$ cat src/rtl/bitops_fair_arbiter_pkg.sv
// Shared bitops definitions: arbiter state encoding and the one-hot to
// binary encoder used by every block that reports a winning index.
package bitops_fair_arbiter_pkg;

  typedef enum logic {
    ST_IDLE = 1'b0,
    ST_BUSY = 1'b1
  } state_e;

  // Widest one-hot vector the shared encoder accepts, and its index width.
  localparam int unsigned OH_MAX_W = 64;
  localparam int unsigned OH_IDX_W = 6;

  // OR of the indices of all set bits; exact for a one-hot (or zero) input.
  function automatic logic [OH_IDX_W-1:0] onehot_to_bin(input logic [OH_MAX_W-1:0] onehot);
    logic [OH_IDX_W-1:0] idx;
    idx = '0;
    for (int i = 0; i < OH_MAX_W; i++) begin
      if (onehot[i]) idx |= OH_IDX_W'(i);
    end
    return idx;
  endfunction

endpackage

$ cat src/rtl/bitops_get_hi.sv
// Highest-set-bit isolator: returns a one-hot copy of the top set bit of
// vec_i, or zero when vec_i is zero. Purely combinational.
module bitops_get_hi #(
  parameter int width = 8
) (
  input  logic [width-1:0] vec_i,
  output logic [width-1:0] hi_o
);

  // NOTE: hi_o gets a full default before the loop so every path assigns
  // it and no latch is inferred.
  always_comb begin
    hi_o = '0;
    for (int i = 0; i < width; i++) begin
      if (vec_i[i]) begin
        hi_o    = '0;
        hi_o[i] = 1'b1;
      end
    end
  end

endmodule

$ cat src/rtl/bitops_fair_arbiter.sv
// Round-based fair arbiter: highest index first within a round, one grant per
// active requester per round, grant held until done or watchdog timeout.
module bitops_fair_arbiter
  import bitops_fair_arbiter_pkg::*;
#(
  parameter int WIDTH = 8,
  parameter int IDXW  = 3,
  parameter int TMO   = 16,
  parameter int CNTW  = 16
) (
  input  logic             clk,
  input  logic             rst_n,
  input  logic [WIDTH-1:0] req,
  input  logic             done,
  output logic [WIDTH-1:0] gnt,
  output logic             gnt_valid,
  output logic [IDXW-1:0]  gnt_idx,
  output logic             tmo_err
);

  localparam bit              WDOG_EN  = (TMO != 0);
  localparam logic [CNTW-1:0] CNT_LAST = (TMO == 0) ? '0 : CNTW'(TMO - 1);

  state_e            state_q;
  logic [WIDTH-1:0]  served_q;
  logic [WIDTH-1:0]  served_d;
  logic [CNTW-1:0]   cnt_q;
  logic [WIDTH-1:0]  gnt_q;
  logic              gnt_valid_q;
  logic [IDXW-1:0]   gnt_idx_q;
  logic              tmo_err_q;

  logic [WIDTH-1:0]  eff;
  logic [WIDTH-1:0]  cand;
  logic [WIDTH-1:0]  win;
  logic [IDXW-1:0]   win_idx;
  logic              new_round;

  // A round ends when no live requester is left unserved; stale served bits
  // of withdrawn requesters are masked out by the live req.
  assign eff       = req & ~served_q;
  assign new_round = (eff == '0);
  assign cand      = new_round ? req : eff;
  assign served_d  = new_round ? win : (served_q | win);
  assign win_idx   = IDXW'(onehot_to_bin(OH_MAX_W'(win)));

  bitops_get_hi #(
    .width (WIDTH)
  ) u_get_hi (
    .vec_i (cand),
    .hi_o  (win)
  );

  // NOTE: all state here is sequential, so every assignment is non-blocking;
  // blocking assignments would make the update order depend on statement order.
  always_ff @(posedge clk or negedge rst_n) begin
    if (!rst_n) begin
      state_q     <= ST_IDLE;
      served_q    <= '0;
      cnt_q       <= '0;
      gnt_q       <= '0;
      gnt_valid_q <= 1'b0;
      gnt_idx_q   <= '0;
      tmo_err_q   <= 1'b0;
    end else begin
      tmo_err_q <= 1'b0;
      case (state_q)
        ST_IDLE: begin
          if (req != '0) begin
            state_q     <= ST_BUSY;
            gnt_q       <= win;
            gnt_valid_q <= 1'b1;
            gnt_idx_q   <= win_idx;
            cnt_q       <= '0;
            served_q    <= served_d;
          end
        end
        ST_BUSY: begin
          if (done) begin
            state_q     <= ST_IDLE;
            gnt_q       <= '0;
            gnt_valid_q <= 1'b0;
          end else if (WDOG_EN && (cnt_q == CNT_LAST)) begin
            state_q     <= ST_IDLE;
            gnt_q       <= '0;
            gnt_valid_q <= 1'b0;
            tmo_err_q   <= 1'b1;
          end else begin
            cnt_q <= cnt_q + 1'b1;
          end
        end
        default: state_q <= ST_IDLE;
      endcase
    end
  end

  assign gnt       = gnt_q;
  assign gnt_valid = gnt_valid_q;
  assign gnt_idx   = gnt_idx_q;
  assign tmo_err   = tmo_err_q;

endmodule

$ cat config.mk
export PLATFORM = sky130hd
export DESIGN_NAME = bitops_fair_arbiter
export DESIGN_NICKNAME = d
export VERILOG_FILES = /design/src/rtl/bitops_fair_arbiter_pkg.sv /design/src/rtl/bitops_get_hi.sv /design/src/rtl/bitops_fair_arbiter.sv
export SDC_FILE = /design/constraint.sdc
export NUM_CORES = 1
export LEC_CHECK = 0
export CAP_MARGIN = 25
export CORE_MARGIN = 5
export CORE_UTILIZATION = 59
export CTS_BUF_LIST = sky130_fd_sc_hd__clkbuf_16
export DETAILED_ROUTE_END_ITERATION = 6
export GPL_ROUTABILITY_DRIVEN = 0
export GPL_TIMING_DRIVEN = 0
export PLACE_DENSITY = 0.81
export SYNTH_ARGS = -nofsm -noshare
export SYNTH_HDL_FRONTEND = slang
export SYNTH_HIERARCHICAL = 1
export SYNTH_SLANG_ARGS = --single-unit
$ cat constraint.sdc
create_clock -name clk -period 4.23 [get_ports clk]
set_input_delay 0.846 -clock clk [delete_from_list [all_inputs] [get_ports clk]]
set_output_delay 0.846 -clock clk [all_outputs]
set_load 0.02 [all_outputs]
-- Yosys cells after proc, flatten, opt, wreduce, memory -nomap -nowiden
Cells that the tools add are included.
- multiplexer cells: 36
- reduce and logical (&&, ||, !) cells: 5
- bitwise operators: 4
- $lt $le $gt $ge: 0
- $mul: 0
- shift operators: 0
- add/sub/neg operators: 1
- equal/unequal tests: 5
- divide/modulo/power cells: 0
- operators with widths (kind ; number):
    $mux W16 ; 3
    $mux W8 ; 6
    $pmux W16 S2 ; 1
    $add A16 B1 Y16 const B ; 1
    $eq A16 B4 Y1 const B ; 1
    $pmux W8 S2 ; 1
    $mux W3 ; 5
    $mux W1 ; 11
    $and A8 B8 Y8 ; 1
    $logic_not A8 Y1 ; 1
    $not A8 Y8 ; 1
    $or A8 B8 Y8 ; 1
    $reduce_bool A8 Y1 ; 1
    $mux W7 ; 1
    $mux W2 ; 3
    $mux W6 ; 1
    $ne A2 B2 Y1 const B ; 3
    $mux W5 ; 1
    $mux W4 ; 1
    $pmux W1 S2 ; 2
    $reduce_and A2 Y1 ; 2
    $ne A3 B2 Y1 const B ; 1
    $reduce_and A3 Y1 ; 1
    $not A1 Y1 ; 1
- RAM bits: 0
- bits in latches: 0
- memory bits (read-only): 0
- memories: 0
- bits in registers: 38

-- Logic depth before layout (Yosys ltp)
Gate-level depths: netlist of run 1.
- depth after elaboration: 19
- gate-level depth with buffers: 9
- mapped depth without buffers: 8

-- Cells and area by module
Netlist of run 1, hierarchy kept.
- modules (own cells, without submodules) (module ; cells each ; sequential area each (um^2) ; instances ; area an instance (um^2)):
    bitops_fair_arbiter ; 183 ; 950.9 ; 1 ; 1896.8
    bitops_get_hi ; 10 ; 0.0 ; 1 ; 80.1

-- Worst setup path after synthesis of run 1
Ideal clock, no wire load.
- path kind: input -> register
- from: input req[1]
- to: register gnt_idx_q[0] (netlist: gnt_idx[0])
- arrival: 2.460 ns
- cell stages on the path: 9
- library setup time: 0.137 ns
- required time: 4.093 ns
- path buffers: 1
- setup slack: 1.633 ns
- path through: inv_1 > o22ai_1 > or3_1 > clkbuf_1 > a21boi_1 > nor4_2 > and2_2 > nor4_1 > a21oi_1
- RTL lines (element ; line ; text):
    start: declaration ; bitops_fair_arbiter.sv:13 ; input logic [WIDTH-1:0] req,
    $and A8 B8 Y8 ; bitops_fair_arbiter.sv:41 ; assign eff = req & ~served_q;
    $logic_not A8 Y1 ; bitops_fair_arbiter.sv:42 ; assign new_round = (eff == '0);
    $mux W8 ; bitops_fair_arbiter.sv:43 ; assign cand = new_round ? req : eff;
    net cand[7] ; bitops_fair_arbiter.sv:34 ; logic [WIDTH-1:0] cand;
    $mux W8 ; bitops_get_hi.sv:15 ; if (vec_i[i]) begin
    net win[3] ; bitops_fair_arbiter.sv:35 ; logic [WIDTH-1:0] win;
    $mux W2 ; bitops_fair_arbiter_pkg.sv:19 ; if (onehot[i]) idx |= OH_IDX_W'(i);
    $mux W3 (4 in a row) ; bitops_fair_arbiter_pkg.sv:19 ;
    end signal: assignment ; bitops_fair_arbiter.sv:73 ; gnt_idx_q <= win_idx;
    end: declaration ; bitops_fair_arbiter.sv:30 ; logic [IDXW-1:0] gnt_idx_q;
The timed path passes the listed nets, and every way through them passes these cells.
A chain may end at the register's enable or synchronous reset.

-- Final worst setup path of run 1
- from: input req[1]
- to: register gnt_idx_q[1] (netlist: gnt_idx[1])
Same word-level chain as after synthesis.

==> results of run 1 <==
==> cells in the mapped netlist, drive strengths merged (2+ instances only) <==
library cell	number	area (um^2)
a41oi	6	71.3
o21ai	6	30.0
a31oi	14	93.8
inv	7	26.3
a21boi	3	22.5
and3	4	25.0
a21oi	14	73.8
nor2	8	37.5
or3	2	17.5
dfrtp	38	951
nand4	2	12.5
o22ai	2	12.5
nand2b	8	50.1
nor4	11	93.8
clkbuf	6	22.5
buf	6	45.0
a22o	16	140
nand2	17	63.8
nand3	4	20.0
and2	2	13.8
==> flip-flops by register name (all words and copies together) (netlist names) <==
signal	count
served_q	8
gnt	8
gnt_valid	1
cnt_q	16
gnt_idx	3
tmo_err	1
state_q	1
==> how the worst max path moves through the flow <==
stage | from | to | slack (ps) | cells after the start
after global routing | req[6] | gnt_idx[2] | 870 | 9
after CTS | req[0] | gnt_idx[1] | 1100 | 10
final | req[1] | gnt_idx[1] | 1040 | 10
after global placement | req[0] | gnt_idx[1] | 1010 | 10
after floorplan | req[1] | gnt_idx[0] | 1630 | 9
after detailed placement | req[0] | gnt_idx[1] | 900 | 10
==> cells by family (layout without fill, tap and decap cells) <==
logic type / Yosys count / count (layout) / synth area share
buffers and inverters: 19 / 50 / 0.0475
muxes: 1 / 1 / 0.00570
DFF: 38 / 38 / 0.481
AOI/OAI and AO/OA: 68 / 68 / 0.257
and+or+nand+nor: 66 / 66 / 0.203
adders and majority gates: 1 / 1 / 0.00633
==> layer usage <==
layer	GRT usage	routed length, um	up-vias	share of wire
li1	-	-	807	-
met1	0.335	2170	854	0.43
met2	0.377	2380	106	0.47
met3	0.0772	440	13	0.087
met4	0.0596	89	0	0.018
met5	0	0	-	0
==> cell type report <==
type                    instances  area, um^2  area share
flip-flops and latches         38         951       0.397
multi-input cells             136         932       0.389
repair buffers                 23         225      0.0939
clock buffers                   5         125      0.0522
plain buffers                  12        67.6      0.0282
well taps                      46        57.6      0.0240
inverters                       7        26.3      0.0110
clock inverters                 3        12.5     0.00522
==> power breakdown <==
group	internal [mW]	total, mW	leakage [nW]	switching [mW]
sequential	0.463	0.542	0.492	0.0788
combinational	0.255	0.617	0.464	0.363
clock	0.213	0.352	0.0724	0.139
total	0.931	1.51	1.03	0.581
==> metrics by stage <==
stage	instances	hold slack [ps]
floorplan	193	479
global placement	262	463
detailed placement	262	466
CTS	270	502
global route	270	519
finish	270	499
==> layout by cell type (no fill, tap or decap), drive strengths merged, types with 2 or more instances in the layout <==
cell type	instances
a21boi	3
a21oi	14
a22o	16
a31oi	14
a41oi	6
and2	2
and3	4
buf	7
clkbuf	11
clkdlybuf4s50	22
clkinv	2
dfrtp	38
inv	8
nand2	17
nand2b	8
nand3	4
nand4	2
nor2	8
nor4	11
o21ai	6
o22ai	2
or3	2
==> worst max-delay path, stage by stage <==
cell	delay, ps
clkdlybuf4s50_1	430
inv_1	100
o22ai_1	100
or3_1	380
clkbuf_1	210
a21boi_1	440
nor4_2	160
and2_2	250
nor4_1	280
a21oi_1	120
==> run_summary.xml, run 1 <==
<?xml version="1.0" encoding="UTF-8"?>
<metrics>
  <group name="outcome">
    <metric name="result_of_the_run" unit="">completed</metric>
  </group>
  <group name="detailed_routing">
    <metric name="first_iter_violations" unit="">238</metric>
    <metric name="detail_route.vias_per_cell" unit="">6.59</metric>
    <metric name="routed-via-count" unit="">1780</metric>
    <metric name="drt-wirelength-per-cell" unit="um">18.8</metric>
    <metric name="detail_route.drc_violations" unit="">0</metric>
    <metric name="antenna_left" unit="">0</metric>
    <metric name="total_wirelength" unit="mm">5.08</metric>
    <metric name="dr.pass1.iters" unit="">5</metric>
  </group>
  <group name="clock_tree">
    <metric name="ctsResizeCount" unit="">0</metric>
    <metric name="tritoncts_sinks" unit="">38</metric>
    <metric name="post-cts-setup-buffer-count" unit="">0</metric>
    <metric name="clkTransAtPathRegs" unit="ps">50</metric>
    <metric name="clk-insertion-delay-late" unit="ps">280</metric>
    <metric name="htree_levels" unit="">2</metric>
    <metric name="clock_tree.buffer_depth" unit="">2</metric>
    <metric name="cts_hold_buf" unit="">0</metric>
    <metric name="cts_tree" unit="">done</metric>
    <metric name="cts_buffer_count" unit="">5</metric>
    <metric name="clk_root_buffer_cell" unit="">clkbuf_16</metric>
  </group>
  <group name="critical_path">
    <metric name="worstRegToRegCells" unit="">9</metric>
    <metric name="timing.rr.start" unit="">served_q[0]</metric>
    <metric name="crit_path_max_fanout" unit="">8</metric>
    <metric name="setup.worst_path.start_class" unit="">input pin</metric>
    <metric name="critPathArrivalTime" unit="ps">3320</metric>
    <metric name="crit_path_end_kind" unit="">flip-flop</metric>
    <metric name="crit-reg2reg-capture" unit="">gnt_idx[1]</metric>
    <metric name="crit_type" unit="">input pin to flip-flop</metric>
    <metric name="r2r_slack" unit="ps">1670</metric>
    <metric name="required" unit="ps">4360</metric>
  </group>
  <group name="die">
    <metric name="placementRows" unit="">21</metric>
    <metric name="floorplan_core_area" unit="um^2">3280</metric>
    <metric name="dieArea" unit="um^2">4610</metric>
    <metric name="io_pins" unit="">24</metric>
    <metric name="die_h" unit="um">67.9</metric>
    <metric name="die-width" unit="um">67.9</metric>
    <metric name="initial_core_util" unit="">0.602</metric>
  </group>
  <group name="synth">
    <metric name="synth_cell_types" unit="">48</metric>
    <metric name="yosysWarningCount" unit="">6</metric>
    <metric name="yosys_register_bits" unit="">38</metric>
    <metric name="synth_edf_count" unit="">0</metric>
    <metric name="synth_async_reset_ratio" unit="">1.00</metric>
    <metric name="seq_area_frac_synth" unit="">0.481</metric>
    <metric name="synth_nets" unit="">205</metric>
    <metric name="mappedNetlistArea" unit="um^2">1980</metric>
    <metric name="syn_inst" unit="">193</metric>
    <metric name="synth.avg_cell_area" unit="um^2">10.2</metric>
    <metric name="synth_flop_cell" unit="">dfrtp_1</metric>
  </group>
  <group name="power_and_ir_drop">
    <metric name="design_power_total" unit="mW">1.51</metric>
    <metric name="cellPowerDensity" unit="nW/um^2">630</metric>
    <metric name="static-leakage-power" unit="nW">1.03</metric>
    <metric name="ir_worst_vdd" unit="mV">0.427</metric>
  </group>
  <group name="sta">
    <metric name="finalCritPeriodShare" unit="">0.754</metric>
    <metric name="final-setup-viol-count" unit="">0</metric>
    <metric name="setup_total_neg_slack" unit="ps">0</metric>
    <metric name="upper_clock_frequency_limit" unit="MHz">313</metric>
    <metric name="final_worst_path_period_need" unit="ps">3190</metric>
    <metric name="slew-limit-headroom" unit="">0.433</metric>
    <metric name="finalWorstSetupSlack" unit="ps">1040</metric>
    <metric name="number_of_pins_with_negative_max_slew_slack_in_the_final_report" unit="">0</metric>
    <metric name="max_slew.worst_pin.slew" unit="ps">838</metric>
    <metric name="rsz_0062_raised_after_global_routing" unit="">false</metric>
    <metric name="fin_worst_skew" unit="ps">8.72</metric>
    <metric name="final-hold-violation-count" unit="">0</metric>
  </group>
  <group name="global_route">
    <metric name="vias_in_the_first_global_route" unit="">1712</metric>
    <metric name="overflow" unit="">0</metric>
    <metric name="grt_antenna_before_repair" unit="">0</metric>
    <metric name="grt_first_pass_wirelength" unit="mm">8.34</metric>
    <metric name="track_usage" unit="">0.244</metric>
    <metric name="grt_max_degree" unit="">39</metric>
  </group>
  <group name="min_path">
    <metric name="timing.hold.worst_path_depth" unit="">1</metric>
    <metric name="min_delay_worst_endpoint" unit="">gnt[0]</metric>
    <metric name="hold_path.startpoint" unit="">gnt[0]</metric>
    <metric name="holdCritPathClass" unit="">flip-flop to flip-flop</metric>
  </group>
  <group name="job">
    <metric name="cap_viol_max_count" unit="">0</metric>
  </group>
  <group name="placement">
    <metric name="pre_cts_slack" unit="ps">899</metric>
    <metric name="dp_hpwl" unit="mm">3.40</metric>
    <metric name="dpl_cell_area" unit="um^2">2260</metric>
    <metric name="numPortBuffers" unit="">23</metric>
  </group>
  <group name="layout">
    <metric name="layout-drive-gt1-share" unit="">0.121</metric>
    <metric name="diodes" unit="">0</metric>
    <metric name="finalInstanceArea" unit="um^2">2400</metric>
    <metric name="area_delta_synth_final" unit="%">21.3</metric>
    <metric name="fin_nets" unit="">235</metric>
    <metric name="layout_filler_cell_count" unit="">243</metric>
    <metric name="final_core_utilization" unit="">0.730</metric>
  </group>
</metrics>
(Power assumes the default switching activity.)
==> run 2: changes to the inputs <==
Settings changed: CORE_UTILIZATION 59 to 50, PLACE_DENSITY 0.81 to 0.73.
Clock period 4.23 ns to 2.7 ns, I/O delays scaled along.
==> run_summary.xml, run 2 (synthesis results as in run 1) <==
<?xml version="1.0" encoding="UTF-8"?>
<metrics>
  <group name="outcome">
    <metric name="result_of_the_run" unit="">completed</metric>
  </group>
  <group name="global_route">
    <metric name="track_usage" unit="">0.200</metric>
    <metric name="grt_antenna_before_repair" unit="">0</metric>
    <metric name="overflow" unit="">0</metric>
    <metric name="grt_first_pass_wirelength" unit="mm">8.22</metric>
    <metric name="vias_in_the_first_global_route" unit="">1647</metric>
    <metric name="grt_max_degree" unit="">39</metric>
  </group>
  <group name="layout">
    <metric name="diodes" unit="">0</metric>
    <metric name="layout-drive-gt1-share" unit="">0.161</metric>
    <metric name="layout_common_cells" unit="">38 x dfrtp_1, 22 x clkdlybuf4s50_1, 17 x nand2_1</metric>
    <metric name="fin_nets" unit="">234</metric>
    <metric name="most_flop_heavy_register" unit="">cnt_q</metric>
    <metric name="final_common_cell" unit="">dfrtp_1</metric>
    <metric name="layout_filler_cell_count" unit="">310</metric>
    <metric name="largest_reg_flops" unit="">16</metric>
    <metric name="area_delta_synth_final" unit="%">24.4</metric>
    <metric name="finalInstanceArea" unit="um^2">2460</metric>
    <metric name="final_core_utilization" unit="">0.657</metric>
  </group>
  <group name="die">
    <metric name="io_pins" unit="">24</metric>
    <metric name="floorplan_core_area" unit="um^2">3740</metric>
    <metric name="dieArea" unit="um^2">5310</metric>
    <metric name="die_h" unit="um">72.9</metric>
    <metric name="die-width" unit="um">72.9</metric>
    <metric name="placementRows" unit="">22</metric>
    <metric name="initial_core_util" unit="">0.528</metric>
  </group>
  <group name="clock_tree">
    <metric name="clkTransAtPathRegs" unit="ps">60</metric>
    <metric name="cts_buffer_count" unit="">5</metric>
    <metric name="tritoncts_sinks" unit="">38</metric>
    <metric name="post-cts-setup-buffer-count" unit="">0</metric>
    <metric name="cts_tree" unit="">done</metric>
    <metric name="cts_hold_buf" unit="">0</metric>
    <metric name="htree_levels" unit="">2</metric>
    <metric name="ctsResizeCount" unit="">4</metric>
    <metric name="clk-insertion-delay-late" unit="ps">280</metric>
    <metric name="clock_tree.buffer_depth" unit="">2</metric>
    <metric name="clk_root_buffer_cell" unit="">clkbuf_16</metric>
  </group>
  <group name="sta">
    <metric name="rsz_0062_raised_after_global_routing" unit="">true</metric>
    <metric name="upper_clock_frequency_limit" unit="MHz">380</metric>
    <metric name="final_worst_path_period_need" unit="ps">2630</metric>
    <metric name="max_slew.worst_pin.slew" unit="ps">839</metric>
    <metric name="slew-limit-headroom" unit="">0.441</metric>
    <metric name="finalCritPeriodShare" unit="">0.976</metric>
    <metric name="fin_worst_skew" unit="ps">4.51</metric>
    <metric name="number_of_pins_with_negative_max_slew_slack_in_the_final_report" unit="">0</metric>
    <metric name="final-setup-viol-count" unit="">0</metric>
    <metric name="final-hold-violation-count" unit="">0</metric>
    <metric name="final.hold.worst_slack" unit="ps">361</metric>
    <metric name="setup_total_neg_slack" unit="ps">0</metric>
  </group>
  <group name="job">
    <metric name="cap_viol_max_count" unit="">0</metric>
  </group>
  <group name="placement">
    <metric name="dpl_cell_area" unit="um^2">2260</metric>
    <metric name="dp_hpwl" unit="mm">3.35</metric>
    <metric name="numPortBuffers" unit="">23</metric>
  </group>
  <group name="critical_path">
    <metric name="setup.worst_path.start_class" unit="">input pin</metric>
    <metric name="critPathArrivalTime" unit="ps">2780</metric>
    <metric name="crit_type" unit="">input pin to flip-flop</metric>
    <metric name="required" unit="ps">2850</metric>
    <metric name="crit_path_max_fanout" unit="">8</metric>
    <metric name="crit_path_end_kind" unit="">flip-flop</metric>
    <metric name="worstRegToRegCells" unit="">8</metric>
  </group>
  <group name="detailed_routing">
    <metric name="total_wirelength" unit="mm">5.01</metric>
    <metric name="antenna_left" unit="">0</metric>
    <metric name="drt-wirelength-per-cell" unit="um">18.5</metric>
    <metric name="routed-via-count" unit="">1765</metric>
    <metric name="detail_route.drc_violations" unit="">0</metric>
    <metric name="first_iter_violations" unit="">216</metric>
    <metric name="dr.pass1.iters" unit="">7</metric>
    <metric name="detail_route.vias_per_cell" unit="">6.51</metric>
  </group>
  <group name="power_and_ir_drop">
    <metric name="ir_worst_vdd" unit="mV">0.647</metric>
    <metric name="p_comb_frac" unit="">0.395</metric>
    <metric name="power_frac_clock" unit="">0.263</metric>
    <metric name="intPower" unit="mW">1.57</metric>
    <metric name="share_seq_of_total_power" unit="">0.342</metric>
    <metric name="cellPowerDensity" unit="nW/um^2">1010</metric>
    <metric name="static-leakage-power" unit="nW">1.05</metric>
    <metric name="power_switching_share" unit="">0.369</metric>
    <metric name="power.switching" unit="uW">919</metric>
    <metric name="design_power_total" unit="mW">2.49</metric>
  </group>
  <group name="min_path">
    <metric name="holdCritPathClass" unit="">input pin to asynchronous set/reset pin</metric>
  </group>
</metrics>
[run 2: changes by cell type in the layout (fill, tap and decap cells not counted), moves of 2 or more]
cell,delta
nor4_1,-2
nor4_2,+2
a21boi_1,-2
a21boi_2,+2
[run 2: metal layers]
| metal | vias to the layer above | wire length [um] | share of wire | global-route usage |
|---|---|---|---|---|
| met5 | - | 0 | 0 | 0 |
| met4 | 0 | 44 | 0.0088 | 0.0471 |
| met3 | 6 | 415 | 0.083 | 0.0468 |
| met2 | 87 | 2380 | 0.48 | 0.311 |
| met1 | 876 | 2160 | 0.43 | 0.284 |
| li1 | 796 | - | - | - |
[run 2: area by class of cell]
type / count / area [um^2] / share of cell area
Multi-Input combinational cell: 136 / 967 / 0.393
Sequential cell: 38 / 951 / 0.387
Timing Repair Buffer: 23 / 225 / 0.0916
Clock buffer: 5 / 125 / 0.0509
Buffer: 11 / 63.8 / 0.0260
Tap cell: 48 / 60.1 / 0.0244
Clock inverter: 3 / 40.0 / 0.0163
Inverter: 7 / 26.3 / 0.0107
[run 2: final timing paths]
check | start | to | slack [ps]
max in group asynchronous | rst_n | served_q[2] | 1800
max | req[6] | gnt_idx[1] | 70
min in group clk | gnt_valid | gnt_valid | 480
min reg2reg | gnt_valid | gnt_valid | 480
max reg2reg | served_q[5] | gnt_idx[1] | 410
min | rst_n | cnt_q[9] | 360
[run 2: critical path, stage by stage]
cell and delay, ps:
clkdlybuf4s50_1 460, inv_1 120, o2111ai_1 180, or3_4 430
a21boi_2 280, nor4_2 110, and2_2 240, nor4_2 300
a21oi_1 110
[run 2: power by group through the flow]
| stage | sequential [mW] | clock [mW] | combinational (mW) |
|---|---|---|---|
| 6_report | 0.853 | 0.655 | 0.984 |
| 5_1_grt | 0.871 | 0.696 | 1.06 |
| 4_1_cts | 0.849 | 0.664 | 0.959 |
| 3_5_place_dp | 0.849 | 0 | 0.931 |
| 3_3_place_gp | 0.839 | 0 | 0.910 |
| 2_1_floorplan | 0.899 | 0 | 0.559 |
[run 2: through the flow]
step           cells  setup slack [ps]
2_1_floorplan    193               409
3_3_place_gp     264              -290
3_5_place_dp     264              -340
4_1_cts          271              96.9
5_1_grt          271             -22.7
6_report         271              65.5
